--- src/rtl/nf_tx_arbiter_pkg.sv ---
// Shared definitions for the 10G TX arbiter: FSM encodings and the abort-beat constants.
package nf_tx_arbiter_pkg;

    typedef enum logic [1:0] {
        ST_IDLE  = 2'd0,
        ST_PASS  = 2'd1,
        ST_ABORT = 2'd2
    } arbState_e;

    localparam logic [7:0]  ABORT_TKEEP = 8'h01;
    localparam logic [63:0] ABORT_TDATA = 64'h0;

    function automatic logic [15:0] satInc16(input logic [15:0] v);
        return (v == 16'hFFFF) ? v : v + 16'd1;
    endfunction

endpackage

--- src/rtl/nf_tx_arbiter_rr_pick.sv ---
// Combinational cyclic priority picker: first request at or after ptr_i wins.
// Also used by the RX demux, so it carries no arbiter-specific state.
module nf_rr_pick #(
    parameter int N  = 2,
    parameter int PW = (N > 1) ? $clog2(N) : 1
) (
    input  logic [N-1:0]  req_i,
    input  logic [PW-1:0] ptr_i,
    output logic [N-1:0]  gnt_o,
    output logic          valid_o
);

    logic [PW-1:0] idx;

    always_comb begin
        gnt_o   = '0;
        valid_o = 1'b0;
        idx     = '0;
        for (int k = 0; k < N; k++) begin
            idx = PW'((int'(ptr_i) + k) % N);
            if (!valid_o && req_i[idx]) begin
                gnt_o[idx] = 1'b1;
                valid_o    = 1'b1;
            end
        end
    end

endmodule

--- src/rtl/nf_tx_arbiter.sv ---
// Packet-granular round-robin arbiter in front of the 10G MAC TX stream.
// A granted source that stalls mid-frame is cut off with an error beat and its remainder drained.
module nf_tx_arbiter
    import nf_tx_arbiter_pkg::*;
#(
    parameter int NUM_SRC = 2,
    parameter int TIMEOUT = 1024,
    parameter int CNT_W   = 32
) (
    input  logic                     clk156,
    input  logic                     reset,
    input  logic [64*NUM_SRC-1:0]    src_tdata,
    input  logic [8*NUM_SRC-1:0]     src_tkeep,
    input  logic [NUM_SRC-1:0]       src_tlast,
    input  logic [NUM_SRC-1:0]       src_tvalid,
    output logic [NUM_SRC-1:0]       src_tready,
    output logic [63:0]              tx_tdata,
    output logic [7:0]               tx_tkeep,
    output logic                     tx_tlast,
    output logic                     tx_tuser,
    output logic                     tx_tvalid,
    input  logic                     tx_tready,
    output logic [NUM_SRC-1:0]       grant,
    output logic [CNT_W*NUM_SRC-1:0] pkt_cnt,
    output logic [15:0]              abort_cnt
);

    localparam int PW = $clog2(NUM_SRC);
    localparam int SW = $clog2(TIMEOUT) + 1;

    arbState_e          state_q, state_d;
    logic [NUM_SRC-1:0] grant_q, grant_d;
    logic [PW-1:0]      gIdx_q, gIdx_d;
    logic [PW-1:0]      rrPtr_q, rrPtr_d;
    logic [NUM_SRC-1:0] drainMask_q, drainMask_d;
    logic [SW-1:0]      stall_q, stall_d;
    logic [CNT_W-1:0]   pktCnt_q [NUM_SRC];
    logic [15:0]        abortCnt_q, abortCnt_d;

    logic [NUM_SRC-1:0] pickGnt;
    logic               pickValid;
    logic [PW-1:0]      pickIdx;
    logic [PW-1:0]      nextPtr;
    logic               pktDone;
    logic               abortDone;

    // Draining sources are invisible to arbitration until their frame tail has been discarded.
    nf_rr_pick #(.N(NUM_SRC), .PW(PW)) u_pick (
        .req_i   (src_tvalid & ~drainMask_q),
        .ptr_i   (rrPtr_q),
        .gnt_o   (pickGnt),
        .valid_o (pickValid)
    );

    always_comb begin
        pickIdx = '0;
        for (int i = 0; i < NUM_SRC; i++) begin
            if (pickGnt[i]) pickIdx = PW'(i);
        end
    end

    assign nextPtr    = (gIdx_q == PW'(NUM_SRC - 1)) ? '0 : gIdx_q + 1'b1;
    assign abortCnt_d = satInc16(abortCnt_q);

    always_comb begin
        state_d    = state_q;
        grant_d    = grant_q;
        gIdx_d     = gIdx_q;
        rrPtr_d    = rrPtr_q;
        stall_d    = stall_q;
        pktDone    = 1'b0;
        abortDone  = 1'b0;
        tx_tdata   = '0;
        tx_tkeep   = '0;
        tx_tlast   = 1'b0;
        tx_tuser   = 1'b0;
        tx_tvalid  = 1'b0;
        src_tready = drainMask_q;
        case (state_q)
            ST_IDLE: begin
                stall_d = '0;
                if (pickValid) begin
                    grant_d = pickGnt;
                    gIdx_d  = pickIdx;
                    state_d = ST_PASS;
                end
            end
            ST_PASS: begin
                tx_tdata           = src_tdata[64*gIdx_q +: 64];
                tx_tkeep           = src_tkeep[8*gIdx_q +: 8];
                tx_tlast           = src_tlast[gIdx_q];
                tx_tvalid          = src_tvalid[gIdx_q];
                src_tready[gIdx_q] = tx_tready;
                // A beat in this cycle means the source is alive, so tlast always beats the timeout.
                if (tx_tvalid && tx_tready) begin
                    stall_d = '0;
                    if (tx_tlast) begin
                        pktDone = 1'b1;
                        rrPtr_d = nextPtr;
                        grant_d = '0;
                        state_d = ST_IDLE;
                    end
                end else if (src_tvalid[gIdx_q]) begin
                    stall_d = '0;
                end else if (stall_q == SW'(TIMEOUT - 1)) begin
                    state_d = ST_ABORT;
                end else begin
                    stall_d = stall_q + 1'b1;
                end
            end
            ST_ABORT: begin
                tx_tvalid = 1'b1;
                tx_tdata  = ABORT_TDATA;
                tx_tkeep  = ABORT_TKEEP;
                tx_tlast  = 1'b1;
                tx_tuser  = 1'b1;
                if (tx_tready) begin
                    abortDone = 1'b1;
                    rrPtr_d   = nextPtr;
                    grant_d   = '0;
                    state_d   = ST_IDLE;
                end
            end
            default: state_d = ST_IDLE;
        endcase
    end

    // Completion uses the registered mask, so a finishing source can only re-request next cycle.
    always_comb begin
        drainMask_d = drainMask_q & ~(src_tvalid & src_tlast);
        if (abortDone) drainMask_d = drainMask_d | grant_q;
    end

    always_ff @(posedge clk156) begin
        if (reset) begin
            state_q     <= ST_IDLE;
            grant_q     <= '0;
            gIdx_q      <= '0;
            rrPtr_q     <= '0;
            drainMask_q <= '0;
            stall_q     <= '0;
            abortCnt_q  <= '0;
            for (int i = 0; i < NUM_SRC; i++) pktCnt_q[i] <= '0;
        end else begin
            state_q     <= state_d;
            grant_q     <= grant_d;
            gIdx_q      <= gIdx_d;
            rrPtr_q     <= rrPtr_d;
            drainMask_q <= drainMask_d;
            stall_q     <= stall_d;
            if (pktDone) pktCnt_q[gIdx_q] <= pktCnt_q[gIdx_q] + 1'b1;
            if (abortDone) abortCnt_q <= abortCnt_d;
        end
    end

    always_comb begin
        for (int i = 0; i < NUM_SRC; i++) pkt_cnt[CNT_W*i +: CNT_W] = pktCnt_q[i];
    end

    assign grant     = grant_q;
    assign abort_cnt = abortCnt_q;

endmodule

--- config.mk ---
export PLATFORM = sky130hd
export DESIGN_NAME = nf_tx_arbiter
export DESIGN_NICKNAME = d
export VERILOG_FILES = /design/src/rtl/nf_tx_arbiter_pkg.sv /design/src/rtl/nf_tx_arbiter_rr_pick.sv /design/src/rtl/nf_tx_arbiter.sv
export SDC_FILE = /design/constraint.sdc
export NUM_CORES = 1
export LEC_CHECK = 0
export BUFFER_PORTS_ARGS = -buffer_cell sky130_fd_sc_hd__buf_2
export CAP_MARGIN = 10
export CORE_ASPECT_RATIO = 0.7
export CORE_MARGIN = 2
export CORE_UTILIZATION = 45
export CTS_CLUSTER_DIAMETER = 120
export DETAILED_ROUTE_END_ITERATION = 16
export PLACE_DENSITY = 0.77
export SLEW_MARGIN = 30
export SYNTH_ARGS = -nofsm -noshare
export SYNTH_HDL_FRONTEND = slang
export SYNTH_SLANG_ARGS = --single-unit
--- constraint.sdc ---
create_clock -name clk156 -period 4.2 [get_ports clk156]
set_input_delay 0.21 -clock clk156 [delete_from_list [all_inputs] [get_ports clk156]]
set_output_delay 0.21 -clock clk156 [all_outputs]
set_load 0.01 [all_outputs]
==> flow_summary.ini <==
[setup_path]
criticalPathCategory = reg2reg
cp.required_ns = 4.39
setup.reg_to_reg.worst_slack_ns = 1.23
worst_setup_path_start_kind = flip-flop
setup.worst_path.end_class = flip-flop
crit_path_max_fanout = 28
timing.reg2reg.worst_path_depth = 6
worst-endpoint-arrival_ns = 3.16

[logic_synthesis]
post_synth.cell_area_avg_um2 = 9.12
netlist_area_um2 = 6720
synth.lib_cells_used.distinct = 63
ys_warn_count = 0
synth_async_sr_flop_share = 0
edff_count_synth = 64
postSynth.topFlopCell = sky130_fd_sc_hd__edfxtp_1
netlist_instances = 736
mappedNetlistNets = 894
yosysSeqAreaShare = 0.394
synth-seq-cells = 100

[routing]
detail-route-antenna-nets = 0
drt_first_pass_iters = 7
drc = 0
detail_route.iter0.violations = 635
vias_per_cell = 5.73
route.final.wire_length_um = 23800
routed_wire_length_per_instance_um = 19.5
via_count = 7005

[power]
power.clock.fraction = 0.270
p_sw_frac = 0.349
p_seq_frac = 0.405
vdd.ir_drop.worst_uv = 235
power_report.internal_total_uw = 1860
sw_pwr_uw = 997
combPwrFrac = 0.325
powerDensity_nw_per_um2 = 329
leakagePower_uw = 0.00374

[cts]
clock_tree.buffer_depth = 2
ctsResizeCount = 0
postCtsSetupBuffers = 0
clock_tree.root_cell = sky130_fd_sc_hd__clkbuf_16
number_of_buffers_created_by_cts = 9
clkLatencyLatePin_ns = 0.34
cts_hold_repair.buffers = 0
cts_num_sinks = 100
cts_max_level = 3
path_clk_slew_ns = 0.07
cts_tree = built

[layout]
flow.area_growth_from_synthesis_pct = 29.1
final_area_um2 = 8670
post_route_cells_drive_above_1_share = 0.352
nNetsFinal = 1179
finish.utilization = 0.592
final_cells = 1222
mostFrequentLayoutCells = sky130_fd_sc_hd__buf_2 (309), sky130_fd_sc_hd__nor2_1 (126), sky130_fd_sc_hd__mux2i_1 (91), sky130_fd_sc_hd__edfxtp_1 (64), sky130_fd_sc_hd__nand2_1 (47)
final_common_cell = sky130_fd_sc_hd__buf_2

[floorplanning]
core_area_um2 = 14600
initial_utilization = 0.459
die_w_um = 150
core.rowCount = 37
floorplan.die_area_um2 = 15900
ioPinCount = 310
die_height_um = 106

[place]
gpl.final_weighted_congestion = 0.952
cell_area_after_placement_um2 = 8390
place.port_buffers = 309
dp.cells = 1205
dpl.hpwl_um = 18600

[flow_run]
timing.max_cap.violations = 0

[sta]
report.final.setup_viol = 0
clock_skew_ns = 0.00744
slew_headroom = 0.379
worst_pin_slew_ns = 0.927
maxClockFrequency_mhz = 337
fin_crit_sh = 0.707
rsz_0062_raised_after_global_routing = false
report.final.slew_viol_count = 0
whs_ns = 0.209
final.setup.tns_ns = 0
post-route-min-period_ns = 2.97
endpoints_failing_hold = 0

[global_route]
antenna_found_initial = 1
grt_pass1_vias = 6178
wire_length_of_the_first_global_routing_pass_um = 35600
grt_usage = 0.291
overflow_after_grt = 0
grt_start_max_net_pins = 69

[hold_path]
hold_path_class = in2reg
worst_hold_path.num_cells = 4

[status]
status = finished, final reports clean
## cell usage after synthesis, drive strengths merged, types with 4 or more instances
cell type / instances / area share
nor4: 8 / 0.0075
mux2: 18 / 0.030
a311oi: 4 / 0.0052
a22oi: 4 / 0.0045
o21a: 4 / 0.0045
edfxtp: 64 / 0.29
nor2: 126 / 0.070
and2: 4 / 0.0037
or3: 7 / 0.0065
nand3b: 10 / 0.011
nand2b: 6 / 0.0056
nand2: 47 / 0.026
clkbuf: 26 / 0.015
dfxtp: 36 / 0.11
xor2: 12 / 0.016
nand4: 17 / 0.016
a31oi: 4 / 0.0037
ha: 7 / 0.013
a211oi: 9 / 0.010
o21ai: 23 / 0.017
a41oi: 4 / 0.0052
a21oi: 25 / 0.019
buf: 19 / 0.014
nand3: 23 / 0.017
nor3: 24 / 0.018
nor2b: 10 / 0.0093
or4: 6 / 0.0067
inv: 14 / 0.0078
nor3b: 4 / 0.0045
and3: 6 / 0.0056
o211ai: 4 / 0.0045
mux2i: 91 / 0.14
xnor2: 17 / 0.022
and4: 7 / 0.0091
and4b: 5 / 0.0075
## worst max-delay path, cell delays in order (launching register included)
cell and delay, ns:
sky130_fd_sc_hd__dfxtp_2 0.51, sky130_fd_sc_hd__buf_4 0.39, sky130_fd_sc_hd__mux2i_1 0.20, sky130_fd_sc_hd__a21oi_1 0.44, sky130_fd_sc_hd__nand4_1 0.55, sky130_fd_sc_hd__or3_1 0.55
sky130_fd_sc_hd__a21oi_1 0.17
## cell type report
type / instances / area, um^2
timing repair buffer: 319 / 1620
clock buffer: 11 / 233
fill: 1353 / 5960
clock inverter: 5 / 38.8
inverter: 15 / 56.3
tap: 195 / 244
sequential: 100 / 2650
antenna: 1 / 2.50
multi-input combinational: 576 / 3820
## path summary, 6_finish.rpt
path / startpoint / to
min reg2reg: grant[1] / grant[1]
min: src_tlast[1] / drainMask_q[1]
max reg2reg: flip-flop / pktCnt_q[0][26]
max: flip-flop / pktCnt_q[0][26]
## routing by layer
layer  wire (um)  GRT usage
met5           0          0
met4        1410      0.153
met3        2180     0.0760
met2        9860      0.405
met1       10400      0.412
## cells by family (layout without fill, tap and decap cells)
group	Yosys count	after routing	synth area share
AND/OR/NAND/NOR	323	323	0.244
multiplexers	109	109	0.166
AO/OA/AOI/OAI	108	108	0.109
flip-flops	100	100	0.394
buffers and inverters	60	350	0.0371
XOR/XNOR	29	29	0.0378
adder cells (fa/ha/maj)	7	7	0.0130
other	0	1	0
## metrics by stage
stage,power (uW),worst slack [ns]
final,2850,1.23
after global routing,2980,0.916
after CTS,2860,1.28
after detailed placement,2090,1.28
after global placement,2080,1.40
after floorplan,1710,1.20
## flip-flops by register name (all words and copies together), names as in the netlist, named ones only
signal       flops
stall_q         11
drainMask_q      2
pktCnt_q        64
state_q          2
gIdx_q           1
rrPtr_q          1
abort_cnt       16
grant            2
## power groups by stage
| stage | Sequential, uW | Combinational, uW | Clock [uW] |
|---|---|---|---|
| final | 1150 | 928 | 771 |
| after global routing | 1160 | 998 | 823 |
| after CTS | 1150 | 923 | 785 |
| after detailed placement | 1170 | 918 | 0 |
| after global placement | 1170 | 912 | 0 |
| after floorplan | 1150 | 560 | 0 |
(Power assumes the default switching activity.)
